File: config.mk
export PLATFORM = sky130hd
export DESIGN_NAME = priority_arbiter_4_flat
export DESIGN_NICKNAME = d
export VERILOG_FILES = /design/src/rtl/priority_arbiter_4_if.sv /design/src/rtl/priority_arbiter_4.sv /design/src/flat_wrapper.sv
export SDC_FILE = /design/constraint.sdc
export NUM_CORES = 1
export LEC_CHECK = 0
export CORE_MARGIN = 2
export CORE_UTILIZATION = 42
export CTS_CLUSTER_DIAMETER = 100
export DETAILED_ROUTE_END_ITERATION = 16
export PLACE_DENSITY_LB_ADDON = 0.08
export SLEW_MARGIN = 20
export SYNTH_ARGS = -nofsm -noshare
export SYNTH_HDL_FRONTEND = slang
export SYNTH_SLANG_ARGS = --single-unit
export TNS_END_PERCENT = 50
File: constraint.sdc
create_clock -name clk -period 1.7 [get_ports clk]
set_clock_uncertainty 0.1 [all_clocks]
set_input_delay 0.17 -clock clk [delete_from_list [all_inputs] [get_ports clk]]
set_output_delay 0.17 -clock clk [all_outputs]
set_load 0.1 [all_outputs]
File: src/rtl/priority_arbiter_4_if.sv
// Request/grant bundle between the requesting blocks and priority_arbiter_4.
// The master side raises requests; the slave side (the arbiter) returns the
// one-hot grant, its encoded index, a valid flag and the forced-release pulse.
interface priority_arbiter_4_if;
  logic [3:0] req;
  logic [3:0] grant;
  logic [1:0] grant_idx;
  logic       grant_valid;
  logic       hold_timeout;

  modport master (
    output req,
    input  grant,
    input  grant_idx,
    input  grant_valid,
    input  hold_timeout
  );

  modport slave (
    input  req,
    output grant,
    output grant_idx,
    output grant_valid,
    output hold_timeout
  );
endinterface

File: src/rtl/priority_arbiter_4.sv
// Four-requester arbiter with registered grant, no pre-emption, and a hold
// limit of MAX_HOLD cycles per grant. Default order is 3 > 2 > 1 > 0.
// Optional macro PRIO_ARB_ROUND_ROBIN_EN rotates the order behind the most
// recent winner (pointer 'last'); otherwise the order is fixed.
module priority_arbiter_4 #(
  parameter int MAX_HOLD = 15,
  parameter int CW       = 4
) (
  input logic                 clk,
  input logic                 rst,
  priority_arbiter_4_if.slave bus
);

  localparam logic [0:0]    IDLE  = 1'b0;
  localparam logic [0:0]    GRANT = 1'b1;
  localparam logic [CW-1:0] LIMIT = CW'(MAX_HOLD - 1);

  logic [0:0]    state;
  logic [3:0]    grant_q;
  logic [1:0]    idx_q;
  logic          timeout_q;
  logic [CW-1:0] count;

  logic [1:0] base;
`ifdef PRIO_ARB_ROUND_ROBIN_EN
  logic [1:0] last;
  assign base = last;
`else
  assign base = 2'd0;
`endif

  // Search base-1, base-2, base-3, base (mod 4); the nearest hit wins, so the
  // loop runs from lowest to highest priority and lets later hits overwrite.
  function automatic logic [1:0] pick(input logic [3:0] r, input logic [1:0] b);
    logic [1:0] w;
    logic [1:0] c;
    w = b;
    for (int k = 4; k >= 1; k--) begin
      c = b - k[1:0];
      if (r[c]) w = c;
    end
    return w;
  endfunction

  logic       owner_req;
  logic       release_now;
  logic       timeout_now;
  logic       start_grant;
  logic [3:0] others;
  logic [1:0] winner;

  // Decide whether a new grant is issued at the next edge, and to whom.
  always_comb begin
    owner_req   = bus.req[idx_q];
    release_now = (state == GRANT) && !owner_req;
    timeout_now = (state == GRANT) && owner_req && (count == LIMIT);
    others      = bus.req & ~grant_q;
    winner      = (timeout_now && (others == 4'b0)) ? idx_q : pick(others, base);
    if (state == IDLE) begin
      start_grant = (bus.req != 4'b0);
    end else begin
      start_grant = (release_now && (others != 4'b0)) || timeout_now;
    end
  end

  // State, grant registers and hold counter.
  always_ff @(posedge clk) begin
    if (rst) begin
      state     <= IDLE;
      grant_q   <= 4'b0;
      idx_q     <= 2'd0;
      timeout_q <= 1'b0;
      count     <= '0;
    end else if (start_grant) begin
      state     <= GRANT;
      grant_q   <= 4'b0001 << winner;
      idx_q     <= winner;
      timeout_q <= timeout_now;
      count     <= '0;
    end else if (release_now) begin
      state     <= IDLE;
      grant_q   <= 4'b0;
      idx_q     <= 2'd0;
      timeout_q <= 1'b0;
      count     <= '0;
    end else begin
      timeout_q <= 1'b0;
      if (state == GRANT) count <= count + 1'b1;
    end
  end

`ifdef PRIO_ARB_ROUND_ROBIN_EN
  // Remember the most recent winner so the next search starts just below it.
  always_ff @(posedge clk) begin
    if (rst) begin
      last <= 2'd0;
    end else if (start_grant) begin
      last <= winner;
    end
  end
`endif

  assign bus.grant        = grant_q;
  assign bus.grant_idx    = idx_q;
  assign bus.grant_valid  = (state == GRANT);
  assign bus.hold_timeout = timeout_q;

endmodule

File: src/flat_wrapper.sv
// flat-port wrapper written by rule: the top's interface ports become plain ports
module priority_arbiter_4_flat 
#(
  parameter int MAX_HOLD = 15,
  parameter int CW       = 4
)
  (clk, rst, bus_req, bus_grant, bus_grant_idx, bus_grant_valid, bus_hold_timeout);
  priority_arbiter_4_if bus_i ();
  input logic clk;
  input logic rst;
  input wire logic [$bits(bus_i.req)-1:0] bus_req;
  output wire logic [$bits(bus_i.grant)-1:0] bus_grant;
  output wire logic [$bits(bus_i.grant_idx)-1:0] bus_grant_idx;
  output wire logic [$bits(bus_i.grant_valid)-1:0] bus_grant_valid;
  output wire logic [$bits(bus_i.hold_timeout)-1:0] bus_hold_timeout;
  assign bus_i.req = bus_req;
  assign bus_grant = bus_i.grant;
  assign bus_grant_idx = bus_i.grant_idx;
  assign bus_grant_valid = bus_i.grant_valid;
  assign bus_hold_timeout = bus_i.hold_timeout;
  priority_arbiter_4 #(.MAX_HOLD(MAX_HOLD), .CW(CW)) u_core (.clk(clk), .rst(rst), .bus(bus_i));
endmodule
==> impl_results.md, run 1 <==
- Result of the run: complete, but fails checks
- Violations in the final reports: setup timing
- Post-route standard cell area excluding fillers: approximately 0.0011 mm^2
- Worst path arrival time: around 1.9 ns
- Gate Count Post-Synth: 64
- Data required time at the worst endpoint: ~1.8 ns
- Number of buffers inserted during clock tree synthesis: 3
- Drt first pass iters: 4
- Worst Hold Depth: 2
- Wire length reported by the detailed router: approximately 1.6 mm
- Net Count, Synth: 72
- Ratio of final minimum period to clock period: 107.2%
- Clock-pin transition on the worst setup and hold timing paths: around 0.070 ns
- Number of H-tree levels: 1
- Final number of max-transition violations: 0
- Final core utilization: just over 70%
- First-pass GRT wire length: 2.622 mm
- Filler Cells Inserted: roughly 120
- Remaining design rule violation count: 0
- Final HPWL from detailed placement: roughly 1.2 mm
- Num Clock Sinks: 12
- Largest net degree at the start of global routing: 9
- Total routing resource utilization after global routing: about a fifth
- I/O pins: 14
- Number of nets with antenna violations after detailed routing: 0
- Final standard cell count with taps included and fillers excluded: 108
- Launch instance of the worst register-to-register path: u_core.bus.grant_idx[0]
- Post-Place Cells: about 100
- Final nets: between 100 and 150
- Routability congestion estimate from global placement: about 0.83
- Final setup violation count: 9
- Maximum operating frequency: ~0.55 GHz
- Fraction of final layout cells with drive strength greater than 1: around 52%
- Worst hold path startpoint: u_core.count[3]
- Via density: between 5 and 6
- CP max-delay cell: sky130_fd_sc_hd__mux4_2
- Critical Path Start: u_core.bus.grant_idx[0]
- Worst relative slew slack: just over 70%
- Share of synthesized area occupied by flip-flops and latches: 37.72%
- Overflow left after global routing: 0
- Number of buffers added on ports: 13
- FF+latch count, synth: 12
- Initial detailed-routing violation count: 5
- Setup TNS: -0.8181 ns
- TritonCTS clock tree: done
- Type of the worst setup path: register to register
- Hold Violations, Final: 0
- Area of the die: 0.001844 mm^2
- Avg Inst Size Synth: around 10 um^2
- Maximum vdd drop: about 610 uV
- Unrepaired setup endpoints after global routing: yes
- Power density over the cells: a little over 900 mW/mm^2
- Type of element launching the critical path: register
- Initial antenna violation count: 0
- Worst reg2reg path depth: 5
- Antenna diode count: 0
- Setup WS post-layout: -0.1218 ns
- Flip-flop and latch area: about 250 um^2
- Routed vias: between 600 and 700
- Number of warnings issued by yosys: 0
- Tmin final: between 1.5 and 2 ns
- Clock latency on the worst-skew pair: 0.28 ns
- Growth of design area from synthesis to finish: 67.78%
- Crit path max fanout: 7
- Multi-input gate area: ~440 um^2
- Post-Synthesis Cell Area: 636.9 um^2
- Cells along the critical path: mux4_2 > a22oi_4 > a21boi_4 > buf_12 > o32ai_2
- Placeable core region: around 0.0015 mm^2
- X dimension of the die: approximately 43 um
- Routed length per placed instance: about 15 um
- Deepest clock path buffer count: 2
- Count of unique library cells instantiated by Yosys: 30
- Number of hold buffers added after cts: 0
- Path class of the lowest-slack min-delay path: register to register
- Die Height: 42.94 um
- Vias in the first global route: 597
- Endpoint type of the worst setup path: register
- Std cell rows: 14
- Starting density of the core: between 40% and 50%
- Delay of the slowest cell on the worst path: just under 0.6 ns
- Worst slew pin tran: just over 0.4 ns
- Placed standard-cell area: roughly 970 um^2
- Root buffer selected by CTS: sky130_fd_sc_hd__clkbuf_4
- Leak pwr: roughly 0.43 nW
- Maximum capacitance violations: 0
- Power, Total: around 980 uW
==> registers in the layout, indices dropped and copies added, names as in the netlist <==
name / count
u_core.bus.grant: 4
u_core.count: 4
u_core.bus.grant_idx: 2
u_core.bus.grant_valid: 1
u_core.bus.hold_timeout: 1
==> where the power goes <==
part	switching, mW	internal (mW)
clock	0.0932	0.0825
sequential	0.0206	0.308
combinational	0.280	0.195
==> final timing paths <==
| check | endpoint | slack, ns |
|---|---|---|
| setup reg to reg | u_core.bus.grant_idx[0] | -0.12 |
| setup / recovery | u_core.bus.grant_idx[0] | -0.12 |
| hold reg to reg | u_core.count[3] | 0.41 |
| hold / removal | u_core.count[3] | 0.41 |
==> metrics by stage <==
| step | hold slack (ns) | setup WS [ns] |
|---|---|---|
| final | 0.4138 | -0.1218 |
| after global routing | 0.4360 | -0.1834 |
| after CTS | 0.4045 | -0.09213 |
| after detailed placement | 0.3907 | -0.3589 |
| after global placement | 0.3849 | -0.3239 |
| after floorplan | 0.1294 | -0.3035 |
==> cell families after synthesis <==
| family | count (synthesis) | synth area share, % |
|---|---|---|
| mux | 2 | 5.304 |
| fa+ha+maj | 2 | 3.929 |
| xor+xnor | 3 | 4.126 |
| simple gates | 26 | 22.20 |
| buf+inv | 4 | 2.553 |
| compound gates | 15 | 24.17 |
| flops | 12 | 37.72 |
==> worst max-delay path: cells and delay by family, from the launching register on <==
kind                   cells  cell delay, ns
buffers and inverters      1            0.14
AO/OA/AOI/OAI              3            0.53
multiplexers               1            0.58
flip-flops                 1            0.35
==> metal layers <==
metal | GRT usage [%] | part of all wire [%] | up-vias
li1 | - | - | 302
met1 | 24.80 | 45 | 298
met2 | 29.09 | 47 | 15
met3 | 3.830 | 5.0 | 5
met4 | 10.91 | 3.0 | 0
met5 | 0 | 0 | -
==> Yosys cell counts <==
cell type / number / area [um^2]
sky130_fd_sc_hd__o31ai_1: 3 / 22.52
sky130_fd_sc_hd__o311a_1: 1 / 10.01
sky130_fd_sc_hd__nand4_1: 2 / 12.51
sky130_fd_sc_hd__o311ai_0: 1 / 8.760
sky130_fd_sc_hd__o41ai_1: 1 / 8.760
sky130_fd_sc_hd__nand2_1: 4 / 15.01
sky130_fd_sc_hd__nor2_1: 6 / 22.52
sky130_fd_sc_hd__or2b_1: 5 / 37.54
sky130_fd_sc_hd__a21oi_1: 1 / 5.000
sky130_fd_sc_hd__o41ai_2: 1 / 16.27
sky130_fd_sc_hd__a211oi_1: 1 / 7.510
sky130_fd_sc_hd__inv_1: 3 / 11.26
sky130_fd_sc_hd__and4_1: 1 / 8.760
sky130_fd_sc_hd__a311o_1: 1 / 10.01
sky130_fd_sc_hd__buf_2: 1 / 5.000
sky130_fd_sc_hd__mux2_2: 1 / 11.26
sky130_fd_sc_hd__xnor2_1: 1 / 8.760
sky130_fd_sc_hd__a21boi_4: 1 / 18.77
sky130_fd_sc_hd__a31oi_1: 1 / 6.260
sky130_fd_sc_hd__o21ba_2: 1 / 10.01
sky130_fd_sc_hd__and3_1: 1 / 6.260
sky130_fd_sc_hd__xor2_1: 2 / 17.52
sky130_fd_sc_hd__ha_1: 2 / 25.02
sky130_fd_sc_hd__nand2_2: 1 / 6.260
sky130_fd_sc_hd__dfxtp_1: 12 / 240.2
sky130_fd_sc_hd__or4_1: 1 / 7.510
sky130_fd_sc_hd__o32ai_1: 1 / 8.760
sky130_fd_sc_hd__a22oi_4: 1 / 21.27
sky130_fd_sc_hd__mux4_2: 1 / 22.52
sky130_fd_sc_hd__nand3_1: 5 / 25.02
==> final cells by class <==
class | count | share of cell area (%)
timing repair buffer | 26 | 29.98
clock buffer | 3 | 2.108
tap | 16 | 1.874
multi-input combinational | 48 | 41.22
sequential | 12 | 23.77
inverter | 3 | 1.054
==> cells in the final DEF, fill, tap and decap left out, types with 2 or more instances in the layout <==
| cell type | instances |
|---|---|
| sky130_fd_sc_hd__o31ai_2 | 2 |
| sky130_fd_sc_hd__o41ai_2 | 2 |
| sky130_fd_sc_hd__dfxtp_2 | 5 |
| sky130_fd_sc_hd__xor2_1 | 2 |
| sky130_fd_sc_hd__clkbuf_4 | 3 |
| sky130_fd_sc_hd__clkdlybuf4s50_1 | 5 |
| sky130_fd_sc_hd__nand2_1 | 4 |
| sky130_fd_sc_hd__nand3_1 | 5 |
| sky130_fd_sc_hd__dfxtp_4 | 2 |
| sky130_fd_sc_hd__inv_1 | 3 |
| sky130_fd_sc_hd__dfxtp_1 | 5 |
| sky130_fd_sc_hd__or2b_1 | 5 |
| sky130_fd_sc_hd__nor2_1 | 5 |
| sky130_fd_sc_hd__buf_4 | 12 |
| sky130_fd_sc_hd__nand4_1 | 2 |
| sky130_fd_sc_hd__buf_12 | 9 |
| sky130_fd_sc_hd__ha_1 | 2 |
==> what timing repair did <==
action	in CTS	in global routing
buffers inserted	0	1
pin swaps	1	3
resized for setup	2	10
setup endpoints to repair	8	11
(Power assumes the default switching activity.)
==> inputs of run 2 (changes only) <==
--- a/config.mk
+++ b/config.mk
@@ -9,6 +9,7 @@
 export CORE_UTILIZATION = 42
 export CTS_CLUSTER_DIAMETER = 100
 export DETAILED_ROUTE_END_ITERATION = 16
+export HOLD_SLACK_MARGIN = 0.1
 export PLACE_DENSITY_LB_ADDON = 0.08
 export SLEW_MARGIN = 20
 export SYNTH_ARGS = -nofsm -noshare
==> results of run 2 <==
Same layout as run 1: the final DEF is identical, and so are final timing and power.
